## config.mk

```make
export PLATFORM = sky130hd
export DESIGN_NAME = player_renderer
export DESIGN_NICKNAME = d
export VERILOG_FILES = /design/src/rtl/quidditch_pkg.sv /design/src/rtl/player_renderer_vga_timing.sv /design/src/rtl/player_renderer.sv
export SDC_FILE = /design/constraint.sdc
export NUM_CORES = 1
export LEC_CHECK = 0
export ABC_CLOCK_PERIOD_IN_PS = 3770
export BUFFER_PORTS_ARGS = -buffer_cell sky130_fd_sc_hd__clkbuf_2
export CAP_MARGIN = 40
export CORE_ASPECT_RATIO = 1.75
export CORE_MARGIN = 4
export CORE_UTILIZATION = 55
export CTS_CLUSTER_SIZE = 8
export DETAILED_ROUTE_END_ITERATION = 10
export GPL_TIMING_DRIVEN = 1
export PLACE_DENSITY = 0.83
export SLEW_MARGIN = 10
export SYNTH_ARGS = -nofsm -noshare
export SYNTH_HDL_FRONTEND = slang
export SYNTH_SLANG_ARGS = --single-unit
```

## constraint.sdc

```tcl
create_clock -name clk -period 3.77 [get_ports clk]
set_clock_uncertainty 0.05 [all_clocks]
set_input_delay 0.1885 -clock clk [delete_from_list [all_inputs] [get_ports clk]]
set_output_delay 0.1885 -clock clk [all_outputs]
set_load 0.05 [all_outputs]
```

## src/rtl/quidditch_pkg.sv

```systemverilog
// Shared constants for the quidditch display path: VGA 640x480@60 timing,
// paddle geometry, colours and the paddle-position sanitiser.
package quidditch_pkg;

  localparam int POS_W     = 10;

  localparam int H_VISIBLE = 640;
  localparam int H_FRONT   = 16;
  localparam int H_SYNC    = 96;
  localparam int H_BACK    = 48;
  localparam int V_VISIBLE = 480;
  localparam int V_FRONT   = 10;
  localparam int V_SYNC    = 2;
  localparam int V_BACK    = 33;

  localparam int PADDLE_H  = 60;
  localparam int PADDLE_W  = 10;
  localparam int TEAM1_X   = 40;
  localparam int TEAM2_X   = 590;

  localparam logic [POS_W-1:0] POS_CENTRE = 10'd240;

  localparam logic [11:0] COL_BLANK = 12'h000;
  localparam logic [11:0] COL_PITCH = 12'h0A0;
  localparam logic [11:0] COL_TEAM1 = 12'hF00;
  localparam logic [11:0] COL_TEAM2 = 12'h00F;

  // MSB set means the controller wrapped below zero, so it pins to the top limit.
  function automatic logic [POS_W-1:0] sanitise_pos(input logic [POS_W-1:0] p,
                                                    input logic [POS_W-1:0] lo,
                                                    input logic [POS_W-1:0] hi);
    logic [POS_W-1:0] r;
    if (p[POS_W-1]) r = lo;
    else if (p > hi) r = hi;
    else if (p < lo) r = lo;
    else r = p;
    return r;
  endfunction

endpackage

```

## src/rtl/player_renderer_vga_timing.sv

```systemverilog
// Free-running VGA horizontal/vertical counters with combinational sync,
// visible-area and end-of-frame decodes taken from the counter registers.
module vga_timing
  import quidditch_pkg::*;
#(
  parameter int H_VISIBLE = quidditch_pkg::H_VISIBLE,
  parameter int H_FRONT   = quidditch_pkg::H_FRONT,
  parameter int H_SYNC    = quidditch_pkg::H_SYNC,
  parameter int H_BACK    = quidditch_pkg::H_BACK,
  parameter int V_VISIBLE = quidditch_pkg::V_VISIBLE,
  parameter int V_FRONT   = quidditch_pkg::V_FRONT,
  parameter int V_SYNC    = quidditch_pkg::V_SYNC,
  parameter int V_BACK    = quidditch_pkg::V_BACK
) (
  input  logic             clk,
  input  logic             rst,
  output logic [POS_W-1:0] h_cnt,
  output logic [POS_W-1:0] v_cnt,
  output logic             hsync,
  output logic             vsync,
  output logic             video_on,
  output logic             frame_end
);

  localparam logic [POS_W-1:0] H_LAST   = POS_W'(H_VISIBLE + H_FRONT + H_SYNC + H_BACK - 1);
  localparam logic [POS_W-1:0] V_LAST   = POS_W'(V_VISIBLE + V_FRONT + V_SYNC + V_BACK - 1);
  localparam logic [POS_W-1:0] HS_FIRST = POS_W'(H_VISIBLE + H_FRONT);
  localparam logic [POS_W-1:0] HS_LAST  = POS_W'(H_VISIBLE + H_FRONT + H_SYNC - 1);
  localparam logic [POS_W-1:0] VS_FIRST = POS_W'(V_VISIBLE + V_FRONT);
  localparam logic [POS_W-1:0] VS_LAST  = POS_W'(V_VISIBLE + V_FRONT + V_SYNC - 1);
  localparam logic [POS_W-1:0] H_VIS    = POS_W'(H_VISIBLE);
  localparam logic [POS_W-1:0] V_VIS    = POS_W'(V_VISIBLE);

  logic [POS_W-1:0] h_cnt_r;
  logic [POS_W-1:0] v_cnt_r;

  // Raster counters: v advances only when h wraps.
  always_ff @(posedge clk or posedge rst) begin
    if (rst) begin
      h_cnt_r <= 10'd0;
      v_cnt_r <= 10'd0;
    end else if (h_cnt_r == H_LAST) begin
      h_cnt_r <= 10'd0;
      if (v_cnt_r == V_LAST) v_cnt_r <= 10'd0;
      else v_cnt_r <= v_cnt_r + 10'd1;
    end else begin
      h_cnt_r <= h_cnt_r + 10'd1;
    end
  end

  always_comb begin
    h_cnt     = h_cnt_r;
    v_cnt     = v_cnt_r;
    hsync     = !((h_cnt_r >= HS_FIRST) && (h_cnt_r <= HS_LAST));
    vsync     = !((v_cnt_r >= VS_FIRST) && (v_cnt_r <= VS_LAST));
    video_on  = (h_cnt_r < H_VIS) && (v_cnt_r < V_VIS);
    frame_end = (h_cnt_r == H_LAST) && (v_cnt_r == V_LAST);
  end

endmodule

```

## src/rtl/player_renderer.sv

```systemverilog
// Draws pitch and both team paddles on VGA; paddle positions are sanitised and
// latched once per frame so a paddle never tears mid-frame.
module player_renderer
  import quidditch_pkg::*;
#(
  parameter int H_VISIBLE = quidditch_pkg::H_VISIBLE,
  parameter int H_FRONT   = quidditch_pkg::H_FRONT,
  parameter int H_SYNC    = quidditch_pkg::H_SYNC,
  parameter int H_BACK    = quidditch_pkg::H_BACK,
  parameter int V_VISIBLE = quidditch_pkg::V_VISIBLE,
  parameter int V_FRONT   = quidditch_pkg::V_FRONT,
  parameter int V_SYNC    = quidditch_pkg::V_SYNC,
  parameter int V_BACK    = quidditch_pkg::V_BACK,
  parameter int PADDLE_H  = quidditch_pkg::PADDLE_H,
  parameter int PADDLE_W  = quidditch_pkg::PADDLE_W,
  parameter int TEAM1_X   = quidditch_pkg::TEAM1_X,
  parameter int TEAM2_X   = quidditch_pkg::TEAM2_X,
  parameter logic [POS_W-1:0] RESET_POS = POS_CENTRE
) (
  input  logic             clk,
  input  logic             rst,
  input  logic [POS_W-1:0] team1_ver_pos,
  input  logic [POS_W-1:0] team2_ver_pos,
  output logic             hsync,
  output logic             vsync,
  output logic             video_on,
  output logic [POS_W-1:0] pixel_x,
  output logic [POS_W-1:0] pixel_y,
  output logic [11:0]      rgb,
  output logic             frame_start
);

  localparam logic [POS_W-1:0] POS_LO   = POS_W'(PADDLE_H / 2);
  localparam logic [POS_W-1:0] POS_HI   = POS_W'(V_VISIBLE - PADDLE_H / 2);
  localparam logic [POS_W:0]   HALF     = 11'(PADDLE_H / 2);
  localparam logic [POS_W:0]   HALF_M1  = 11'(PADDLE_H / 2 - 1);
  localparam logic [POS_W-1:0] T1_LEFT  = POS_W'(TEAM1_X);
  localparam logic [POS_W-1:0] T1_RIGHT = POS_W'(TEAM1_X + PADDLE_W - 1);
  localparam logic [POS_W-1:0] T2_LEFT  = POS_W'(TEAM2_X);
  localparam logic [POS_W-1:0] T2_RIGHT = POS_W'(TEAM2_X + PADDLE_W - 1);

  logic [POS_W-1:0] h_cnt_s, v_cnt_s;
  logic             hsync_s, vsync_s, video_on_s, frame_end_s;
  logic [POS_W-1:0] pos1_r, pos2_r;
  logic [POS_W:0]   row_s;
  logic             on_team1_s, on_team2_s;
  logic [11:0]      rgb_s;

  vga_timing #(
    .H_VISIBLE(H_VISIBLE), .H_FRONT(H_FRONT), .H_SYNC(H_SYNC), .H_BACK(H_BACK),
    .V_VISIBLE(V_VISIBLE), .V_FRONT(V_FRONT), .V_SYNC(V_SYNC), .V_BACK(V_BACK)
  ) u_timing (
    .clk       (clk),
    .rst       (rst),
    .h_cnt     (h_cnt_s),
    .v_cnt     (v_cnt_s),
    .hsync     (hsync_s),
    .vsync     (vsync_s),
    .video_on  (video_on_s),
    .frame_end (frame_end_s)
  );

  // Positions change only on the last pixel of a frame.
  always_ff @(posedge clk or posedge rst) begin
    if (rst) begin
      pos1_r <= RESET_POS;
      pos2_r <= RESET_POS;
    end else if (frame_end_s) begin
      pos1_r <= sanitise_pos(team1_ver_pos, POS_LO, POS_HI);
      pos2_r <= sanitise_pos(team2_ver_pos, POS_LO, POS_HI);
    end
  end

  // Row test as row + HALF >= pos avoids underflow of pos - HALF.
  always_comb begin
    row_s      = {1'b0, v_cnt_s};
    on_team1_s = (h_cnt_s >= T1_LEFT) && (h_cnt_s <= T1_RIGHT) &&
                 (row_s + HALF >= {1'b0, pos1_r}) && (row_s <= {1'b0, pos1_r} + HALF_M1);
    on_team2_s = (h_cnt_s >= T2_LEFT) && (h_cnt_s <= T2_RIGHT) &&
                 (row_s + HALF >= {1'b0, pos2_r}) && (row_s <= {1'b0, pos2_r} + HALF_M1);
    if (!video_on_s) rgb_s = COL_BLANK;
    else if (on_team1_s) rgb_s = COL_TEAM1;
    else if (on_team2_s) rgb_s = COL_TEAM2;
    else rgb_s = COL_PITCH;
  end

  always_ff @(posedge clk or posedge rst) begin
    if (rst) begin
      hsync       <= 1'b1;
      vsync       <= 1'b1;
      video_on    <= 1'b0;
      pixel_x     <= 10'd0;
      pixel_y     <= 10'd0;
      rgb         <= 12'h000;
      frame_start <= 1'b0;
    end else begin
      hsync       <= hsync_s;
      vsync       <= vsync_s;
      video_on    <= video_on_s;
      pixel_x     <= h_cnt_s;
      pixel_y     <= v_cnt_s;
      rgb         <= rgb_s;
      frame_start <= (h_cnt_s == 10'd0) && (v_cnt_s == 10'd0);
    end
  end

endmodule
```

; ---- Yosys cells after proc, flatten, opt, wreduce, memory -nomap -nowiden
; Index checks and enable logic that the tools add are counted.
[classes]
n_addsub = 5
n_lt_le_gt_ge = 18
n_eq_ne = 2
muxes = 11
n_reduce_logical = 15
[op_table]
columns = operator, n
row1 = $mux W9, 6
row2 = $add A10 B5 Y11 const B, 3
row3 = $mux W12, 2
row4 = $ge A11 B10 Y1, 2
row5 = $le A10 B11 Y1, 2
row6 = $add A10 B1 Y10 const B, 2
row7 = $eq A10 B10 Y1 const B, 2
row8 = $ge A10 B10 Y1 const B, 2
row9 = $gt A10 B9 Y1 const B, 2
row10 = $le A10 B10 Y1 const B, 2
row11 = $logic_not A10 Y1, 2
row12 = $lt A10 B5 Y1 const B, 2
row13 = $mux W10, 2
row14 = $logic_and A1 B1 Y1, 11
row15 = $ge A10 B6 Y1 const B, 1
row16 = $ge A10 B9 Y1 const B, 1
row17 = $le A10 B6 Y1 const B, 1
row18 = $le A10 B9 Y1 const B, 1
row19 = $lt A10 B10 Y1 const B, 1
row20 = $lt A10 B9 Y1 const B, 1
row21 = $mux W8, 1
row22 = $logic_not A1 Y1, 2
[totals]
reg_bits = 76
input_bits = 22
out_inout_bits = 36
word_cells = 62

; ---- Logic depth before layout (Yosys ltp)
; Gate-level depths: netlist (run 1).
[logic_depth]
depth_word = 7
depth_mapped = 13
mapped_depth_nobuf = 12

; ---- By module
; From an unflattened synthesis (run 1), not the netlist that was laid out.
[hier_totals]
hier_cells = 416
area_unflattened_um2 = 4053.9
[modules_own_cells]
columns = mod, instances, cells_each, area_per_inst_um2, seq_area_each_um2
row1 = player_renderer, 1, 310, 2954.1, 1138.6
row2 = vga_timing, 1, 106, 1099.8, 500.5

; ---- Worst setup path before layout (run 1)
; No wires, ideal clock.
[synth_path]
path_type = register -> register
start = register pos1_r[0]
end = register rgb[3]
setup_time_ns = 0.130
arrival_ns = 2.475
t_required_ns = 3.590
path_slack_ns = 1.115
path_stages_with_launch = 11
n_path_buf = 0
period_less_slack_ns = 2.655
path_cell_list = dfrtp_1 a2111oi_0 nor2_1 xnor2_1 ha_1 nand4_1 o31a_1 o22ai_1 o311ai_2 nand2_1 nor2_1
[synth_between]
elab_chain_cells = 5
elab_cells_between_ends = 7
cone_classes = add/sub (1) / order compare (2) / mux (2) / reduce/logical (2)
[synth_lines]
columns = element, line
row1 = start: declaration, player_renderer.sv:44  ; logic [POS_W-1:0] pos1_r, pos2_r;
row2 = start signal: assignment, player_renderer.sv:69  ; pos1_r <= sanitise_pos(team1_ver_pos, POS_LO, POS_HI);
row3 = $add A10 B5 Y11 or $ge A11 B10 Y1 (tied branches), player_renderer.sv:78  ; (row_s + HALF >= {1'b0, pos1_r}) && (row_s <= {1'b0, pos1_r} + HALF_M1);
row4 = $le A10 B11 Y1 or $logic_and A1 B1 Y1 (tied branches), "player_renderer.sv:78, player_renderer.sv:77"
row5 = $logic_and A1 B1 Y1 (*), player_renderer.sv:78
row6 = $mux W12 (*), player_renderer.sv:82  ; else if (on_team1_s) rgb_s = COL_TEAM1;
row7 = $mux W12 (*), player_renderer.sv:81  ; if (!video_on_s) rgb_s = COL_BLANK;
row8 = end signal: assignment, player_renderer.sv:102  ; rgb <= rgb_s;
row9 = end: declaration, player_renderer.sv:29  ; output logic [11:0] rgb,
; Mark *: on every way between the ends. The rest lies on a longest branch, timed or not.
; A chain may end at the register's enable or synchronous reset.

; ---- Final worst setup path (run 1)
[layout_path]
start = register u_timing.v_cnt_r[1], in the netlist u_timing.v_cnt[1]
end = register rgb[7]
[layout_between]
elab_chain_cells = 7
elab_cells_between_ends = 14
cone_classes = add/sub (1) / order compare (5) / mux (3) / reduce/logical (5)
[layout_lines]
columns = element, line
row1 = start: declaration, player_renderer_vga_timing.sv:35  ; logic [POS_W-1:0] v_cnt_r;
row2 = start signal: assignment, player_renderer_vga_timing.sv:45  ; else v_cnt_r <= v_cnt_r + 10'd1;
row3 = $add A10 B5 Y11, "player_renderer.sv:78, player_renderer.sv:80"
row4 = $ge A11 B10 Y1, player_renderer.sv:80  ; (row_s + HALF >= {1'b0, pos2_r}) && (row_s <= {1'b0, pos2_r} + HALF_M1);
row5 = $logic_and A1 B1 Y1, player_renderer.sv:79  ; on_team2_s = (h_cnt_s >= T2_LEFT) && (h_cnt_s <= T2_RIGHT) &&
row6 = $logic_and A1 B1 Y1, player_renderer.sv:80
row7 = $mux W8, player_renderer.sv:83  ; else if (on_team2_s) rgb_s = COL_TEAM2;
row8 = $mux W12, player_renderer.sv:82
row9 = $mux W12 (*), player_renderer.sv:81
; Marks and branches as above.

==> results.md, run 1 <==
* DR vias at between 3000 and 4000
* Yosys top cell area share at 33.8%
* Critical path's slowest cell: dfrtp_1
* CTS clock-pin slew for the worst setup and hold paths at approximately 0.05 ns
* Post-synth top cells: dfrtp_1 (55), ha_1 (49), nand2_1 (40)
* Final Worst Setup Slack at about 0.63 ns
* First DRT Iteration DRCs at between 150 and 200
* Crit Path Class: register to register
* Layout cell share with drive strength beyond 1 at approximately a fifth
* CTS H-tree depth at 3
* Hold Fails Final Rpt at 0
* CP required at 3.99 ns
* First-pass GRT wire length at around 15 mm
* Worst R2R Setup Slack at around 0.63 ns
* Sequential area share after synthesis at between 40 and 50%
* Clock latency at the later pin of the worst-skew pair at ~0.34 ns
* PostCTS Resize Cnt at 0
* Layout area overhead at 16.0%
* Rel. slew slack at about three fifths
* Die height at 122 um
* Worst slew pin tran at about 0.63 ns
* Largest family of logic cells by synthesized area: simple AND/OR/NAND/NOR gates
* Startpoint Class: register
* Power Density at about 360 nW/um2
* DRT Pass-1 Iters at 4
* Adder-cell share of the synthesized area at between 10% and 20%
* Core area at 7230 um2
* Top-Level Pins at 58
* Total track usage at approximately 23%
* Post-Synthesis Cells at ~430
* Hold crit path type: input port to register
* Crit path largest cell delay at about 0.55 ns
* Status: finished, final reports clean
* Post-synth ARST share at 100%
* Area post-placement at 4370 um2
* Power, Total at 1.71 mW
* Reg2reg end: rgb[7]
* Cell leakage power at ~2.4 nW
* Post-synth cell types at 52
* Num CTS Buffers at 9
* Initial core utilization at 56.3%
* Final nets at 550
* CTS max path bufs at 2
* RSZ-0062 raised after global routing: false
* Top-count cell post-synth: dfrtp_1
* WL per Instance at between 15 and 20 um
* Max Cap Violations at 0
* Placer Congestion at 0.940
* Simple-Gate Fraction of Synth Area at between 10% and 20%
* Top cells by area in the synthesized netlist: dfrtp_1 (34%), ha_1 (15%), dfstp_2 (6.5%)
* Detailed placer's ending HPWL at 7.18 mm
* Crit path time final at ~3.1 ns
* Fin crit share at 83.4%
* Maximum vdd drop at 0.232 mV
* Yosys warnings at 0
* Synthesized cell area at 4070 um2
* Pre-CTS setup slack at between 0.6 and 0.7 ns
* Endpoints failing setup at 0
* GRT overflow at 0
* Delay-heaviest family, CP: simple AND/OR/NAND/NOR gates
* Fin cells at 570
* Final instance area at 4720 um2
* Synth Flop Type: dfrtp_1
* Via/cell ratio at ~5.7
* Hold WS at 0.00778 ns
* Cell mode on critical path: ha_1
* Residual DRC at 0
* Antenna violations before repair at 0
* Hold Path Sink: pos2_r[5]
* Die width at 73.0 um
* Post-synth EDFFs at 0
* Average size of a mapped cell at approximately 9.5 um2
* WL final at between 9 and 10 mm
* Count of input and output buffers at 55
* FP Rows at 41
* # Post-CTS Setup Buffers at 0
* Fmax at 318 MHz
* Crit-path cells: inv_1 -> ha_1 -> nor3b_2 -> nor2_1 -> xor2_1 -> ha_1 -> and4_1 -> o2111ai_1 -> o21ai_0 -> o311ai_2 -> nand2_1 -> nor2b_1
* Worst Setup End Kind: register
* Post-synthesis mux area share at less than 1%
* #FFs+latches synth at 65
* Placed cell count at between 500 and 600
* Hold wc startpoint: team2_ver_pos[5]
* Final core utilization at between 60% and 70%
* Post-Synth XOR/XNOR Area at 6.46%
* CTS tree: yes
* Reg2Reg Launch Point: u_timing.v_cnt[1]
* CTS sink count at 65
* Yosys top cell by area: dfrtp_1
* Largest net degree at the start of global routing at 35
* Final antenna-violating net count at 0
* Worst Hold Path Cells at 3
* ANT cells at 0
* Buf+Inv Stages, Crit Path at 1
* Post-route setup TNS at 0 ns
* Post-synthesis compound-gate area fraction at 11.5%
* Number of global-route vias before repair at around 3300
* Crit Path Max Fanout at 10
* Die ar. at between 8000 and 9000 um2
* WP data arrival at around 3.4 ns
* Root buffer cell: clkbuf_16
* Worst Reg-to-Reg Cells at 12
* Final-report max-slew violation count at 0
==> cell type report <==
type	count	area (um2)
multi-input combinational	312	2190
tap	86	108
clock buffer	10	239
timing repair buffer	64	350
fill	555	2510
inverter	27	101
sequential	65	1640
clock inverter	6	91.3
==> cell families (layout without fill, tap and decap cells) <==
group,count (synthesis),count (layout)
compound gates,76,76
other cells,1,2
flops,65,65
mux,3,3
buf+inv,51,107
fa+ha+maj,49,49
xor+xnor,30,30
simple gates,152,152
==> metal layers <==
metal | routed length, um | GRT usage [%] | up-vias | share of wire [%]
met3 | 330 | 2.64 | 37 | 3.6
met4 | 413 | 15.4 | 0 | 4.5
li1 | - | - | 1609 | -
met2 | 5090 | 41.3 | 79 | 56
met5 | 0 | 0 | - | 0
met1 | 3330 | 22.8 | 1548 | 36
==> worst max path at each step <==
| stage | slack (ns) | end | cells after the start | startpoint |
|---|---|---|---|---|
| 2_1_floorplan | 1.11 | rgb[3] | 10 | pos1_r[0] |
| 5_1_grt | 0.46 | rgb[7] | 12 | u_timing.v_cnt[1] |
| 3_3_place_gp | 0.76 | rgb[7] | 12 | u_timing.v_cnt[1] |
| 3_5_place_dp | 0.69 | rgb[7] | 12 | u_timing.v_cnt[1] |
| 4_1_cts | 0.66 | rgb[7] | 12 | u_timing.v_cnt[1] |
| 6_report | 0.63 | rgb[7] | 12 | u_timing.v_cnt[1] |
==> tightest hold or removal path, stage by stage <==
cell	delay (ns)
clkbuf_2	0.10
nand2_1	0.05
o21ai_1	0.05
==> flip-flops by register name, indices dropped and copies added (netlist names) <==
signal	cells
pixel_y	10
pos1_r	9
video_on	1
u_timing.h_cnt	10
rgb	3
vsync	1
u_timing.v_cnt	10
pixel_x	10
hsync	1
pos2_r	9
frame_start	1
==> power by group <==
part	total [mW]	leakage, nW	switching [mW]	internal (mW)
clock network	0.910	0.163	0.312	0.598
registers	0.711	0.796	0.00630	0.705
logic	0.0880	1.48	0.0538	0.0341
==> layout by cell type, fill, tap and decap left out, drive strengths merged, types with 12 or more instances in the layout <==
master,instances
o21ai,24
xor2,12
nand2,41
nand4,15
xnor2,18
ha,49
dfrtp,55
inv,27
a21oi,22
nor2,24
nor3,12
clkbuf,65
nand3,15
==> timing repair <==
action	CTS	global route
hold endpoints to repair	23	0
endpoints found under the setup margin	0	0
hold buffers	1	0
Note: power is estimated with default switching activity, not from simulation.
==> run 2, diff against run 1 <==
- ABC_CLOCK_PERIOD_IN_PS: 3770 -> 2920
- clock period: 3.77 -> 2.92 ns (I/O delays scaled with it)
==> run 2 against run 1 <==
Effect of this change:
- the flow now finishes with violations (negative hold slack)
- wire length grew 1.2%
- worst hold slack worse by 0.026 ns
- sequential power is 29% higher
- clock power grew 19%
- core utilization grew 1.3 points
- cell area rose by 2.0%
- register-to-register slack worse by 0.47 ns
- critical path depth stayed put
- final cell count is 2.1% higher
- global-route usage is 0.37 points higher
- die area unchanged
- highest routed layer unchanged
==> results.md, run 2 (synthesis results as in run 1) <==
* Status: finished with violations
* Failing checks: negative hold slack
* Total track usage at 22.9% (+0.37 points)
* Hold Fails Final Rpt at 50 (+50)
* GRT overflow at 0 (unchanged)
* Most frequent cells in the layout: dfrtp_1 (55), clkbuf_2 (55), ha_1 (49)
* Post-route setup TNS at 0 ns (unchanged)
* Startpoint Class: register
* Num CTS Buffers at 9 (unchanged)
* Crit Path Max Fanout at 8 (-2)
* Crit Path Class: register to register
* Power Density at 441 nW/um2 (+22%)
* WL per Instance at 15.9 um (-0.93%)
* Fin crit share at 94.7% (+11 points)
* Worst Setup End Kind: register
* Power, Total at 2.12 mW (+24%)
* First DRT Iteration DRCs at 150 (-9.6%)
* Final-report max-slew violation count at 0 (unchanged)
* Top-Level Pins at 58 (unchanged)
* Detailed placer's ending HPWL at 7.25 mm (+1.0%)
* RSZ-0062 raised after global routing: false
* Worst slew pin tran at 0.786 ns (+0.161 ns)
* Worst Reg-to-Reg Cells at 12 (unchanged)
* First-pass GRT wire length at 15.5 mm (+2.3%)
* Clock latency at the later pin of the worst-skew pair at 0.33 ns (about the same)
* ANT cells at 0 (unchanged)
* Residual DRC at 0 (unchanged)
* Area post-placement at 4430 um2 (+1.4%)
* CTS tree: yes
* DR vias at 3389 (+3.5%)
* Buf+Inv Stages, Crit Path at 1 (unchanged)
* Die ar. at 8900 um2 (unchanged)
* Critical path's slowest cell: dfrtp_1
* Layout cell share with drive strength beyond 1 at 20.8% (+1.1 points)
* FILL cells at 576 (+3.8%)
* Crit path depth at 12 (unchanged)
* Hold crit path type: input port to asynchronous set/reset pin
* Cell leakage power at 2.47 nW (+1.1%)
* Rel. slew slack at 47.6% (-11 points)
* CTS max path bufs at 2 (unchanged)
* Number of global-route vias before repair at 3494 (+7.5%)
* Final instance area at 4810 um2 (+2.0%)
* Maximum vdd drop at 0.310 mV (+34%)
* Die width at 73.0 um (unchanged)
* Die height at 122 um (unchanged)
* Final nets at 562 (+2.2%)
* Final antenna-violating net count at 0 (unchanged)
* CTS H-tree depth at 3 (unchanged)
* Crit-path cells: buf_4 -> nor4_2 -> nand2b_1 -> nor2_1 -> xor2_1 -> ha_1 -> and4_1 -> a21oi_1 -> o21ai_0 -> o311ai_2 -> nand2_1 -> nor2b_1
* Root buffer cell: clkbuf_16
* Via/cell ratio at 5.82 (+1.4%)
* Layout area overhead at 18.3%
* FP Rows at 41 (unchanged)
* Hold WS at -0.0182 ns (-0.0260 ns)
* WP data arrival at 2.97 ns (-0.39 ns)
* Placer Congestion at 0.871 (-7.3%)
* Max Cap Violations at 0 (unchanged)
* Delay-heaviest family, CP: simple AND/OR/NAND/NOR gates
* Core area at 7230 um2 (unchanged)
* Antenna violations before repair at 0 (unchanged)
* Count of input and output buffers at 55 (unchanged)
* Endpoints failing setup at 0 (unchanged)
* # Post-CTS Setup Buffers at 0 (unchanged)
* Crit path time final at 2.76 ns (-0.380 ns)
* Crit path largest cell delay at 0.40 ns (-0.15 ns)
* DRT Pass-1 Iters at 4 (unchanged)
* Initial core utilization at 56.3% (unchanged)
* WL final at 9.26 mm (+1.2%)
* CP required at 3.13 ns (-0.86 ns)
* CTS clock-pin slew for the worst setup and hold paths at 0.05 ns (about the same)
* CTS sink count at 65 (unchanged)
* Fmax at 362 MHz (+14%)
* Largest net degree at the start of global routing at 66 (+89%)
==> run 2: changes by cell type in the layout (fill, tap and decap cells not counted), moves of 2 or more <==
cell,previous run,this run
dlygate4sd3_1,1,6
clkinv_4,3,0
clkbuf_1,0,3
buf_4,7,15
a2111oi_0,3,1
==> run 2: power by group <==
part	leakage, nW	switching [mW]	internal [mW]
Clock	0.143	0.373	0.708
Sequential	0.796	0.00905	0.911
Combinational	1.53	0.0711	0.0493
==> run 2: path summary, 6_finish.rpt <==
check / slack (ns) / startpoint / to
setup / recovery: 0.16 / u_timing.v_cnt[2] / rgb[7]
hold / removal: -0.02 / rst / u_timing.v_cnt[8]
setup reg to reg: 0.16 / u_timing.v_cnt[2] / rgb[7]
hold reg to reg: 0.42 / u_timing.v_cnt[0] / pixel_y[0]
max in group asynchronous: 2.33 / rst / pixel_y[3]
min in group clk: 0.02 / team2_ver_pos[0] / pos2_r[0]
==> run 2: layout make-up <==
type | instances | area [um2] | share of cell area, %
inverter | 27 | 101 | 2.11
tap | 86 | 108 | 2.24
sequential | 65 | 1640 | 34.1
multi-input combinational | 312 | 2220 | 46.0
clock inverter | 2 | 37.5 | 0.780
timing repair buffer | 76 | 448 | 9.31
clock buffer | 14 | 264 | 5.48
==> run 2: what timing repair did <==
item	in CTS	in global routing
gates resized for setup	0	6
setup endpoints to repair	0	3
hold endpoints to repair	6	0
hold buffers	6	0
==> run 2: stage by stage <==
step	setup slack (ns)	util, %	instances
2_1_floorplan	0.265	-	428
3_5_place_dp	0.0643	61.2	560
5_1_grt	0.00277	66.5	582
3_3_place_gp	0.197	61.2	560
6_report	0.155	66.5	582
4_1_cts	0.0403	66.2	582
==> run 2: tightest hold or removal path: cells and delay by family <==
| kind | cells | cell delay [ns] |
|---|---|---|
| buffers and inverters | 3 | 0.73 |
==> run 2: layer usage <==
metal  GRT usage [%]  routed length, um  up-vias
li1                -                  -     1628
met1            21.9               3200     1600
met2            41.3               5090      117
met3            4.79                386       44
met4            16.6                587        0
met5               0                  0        -
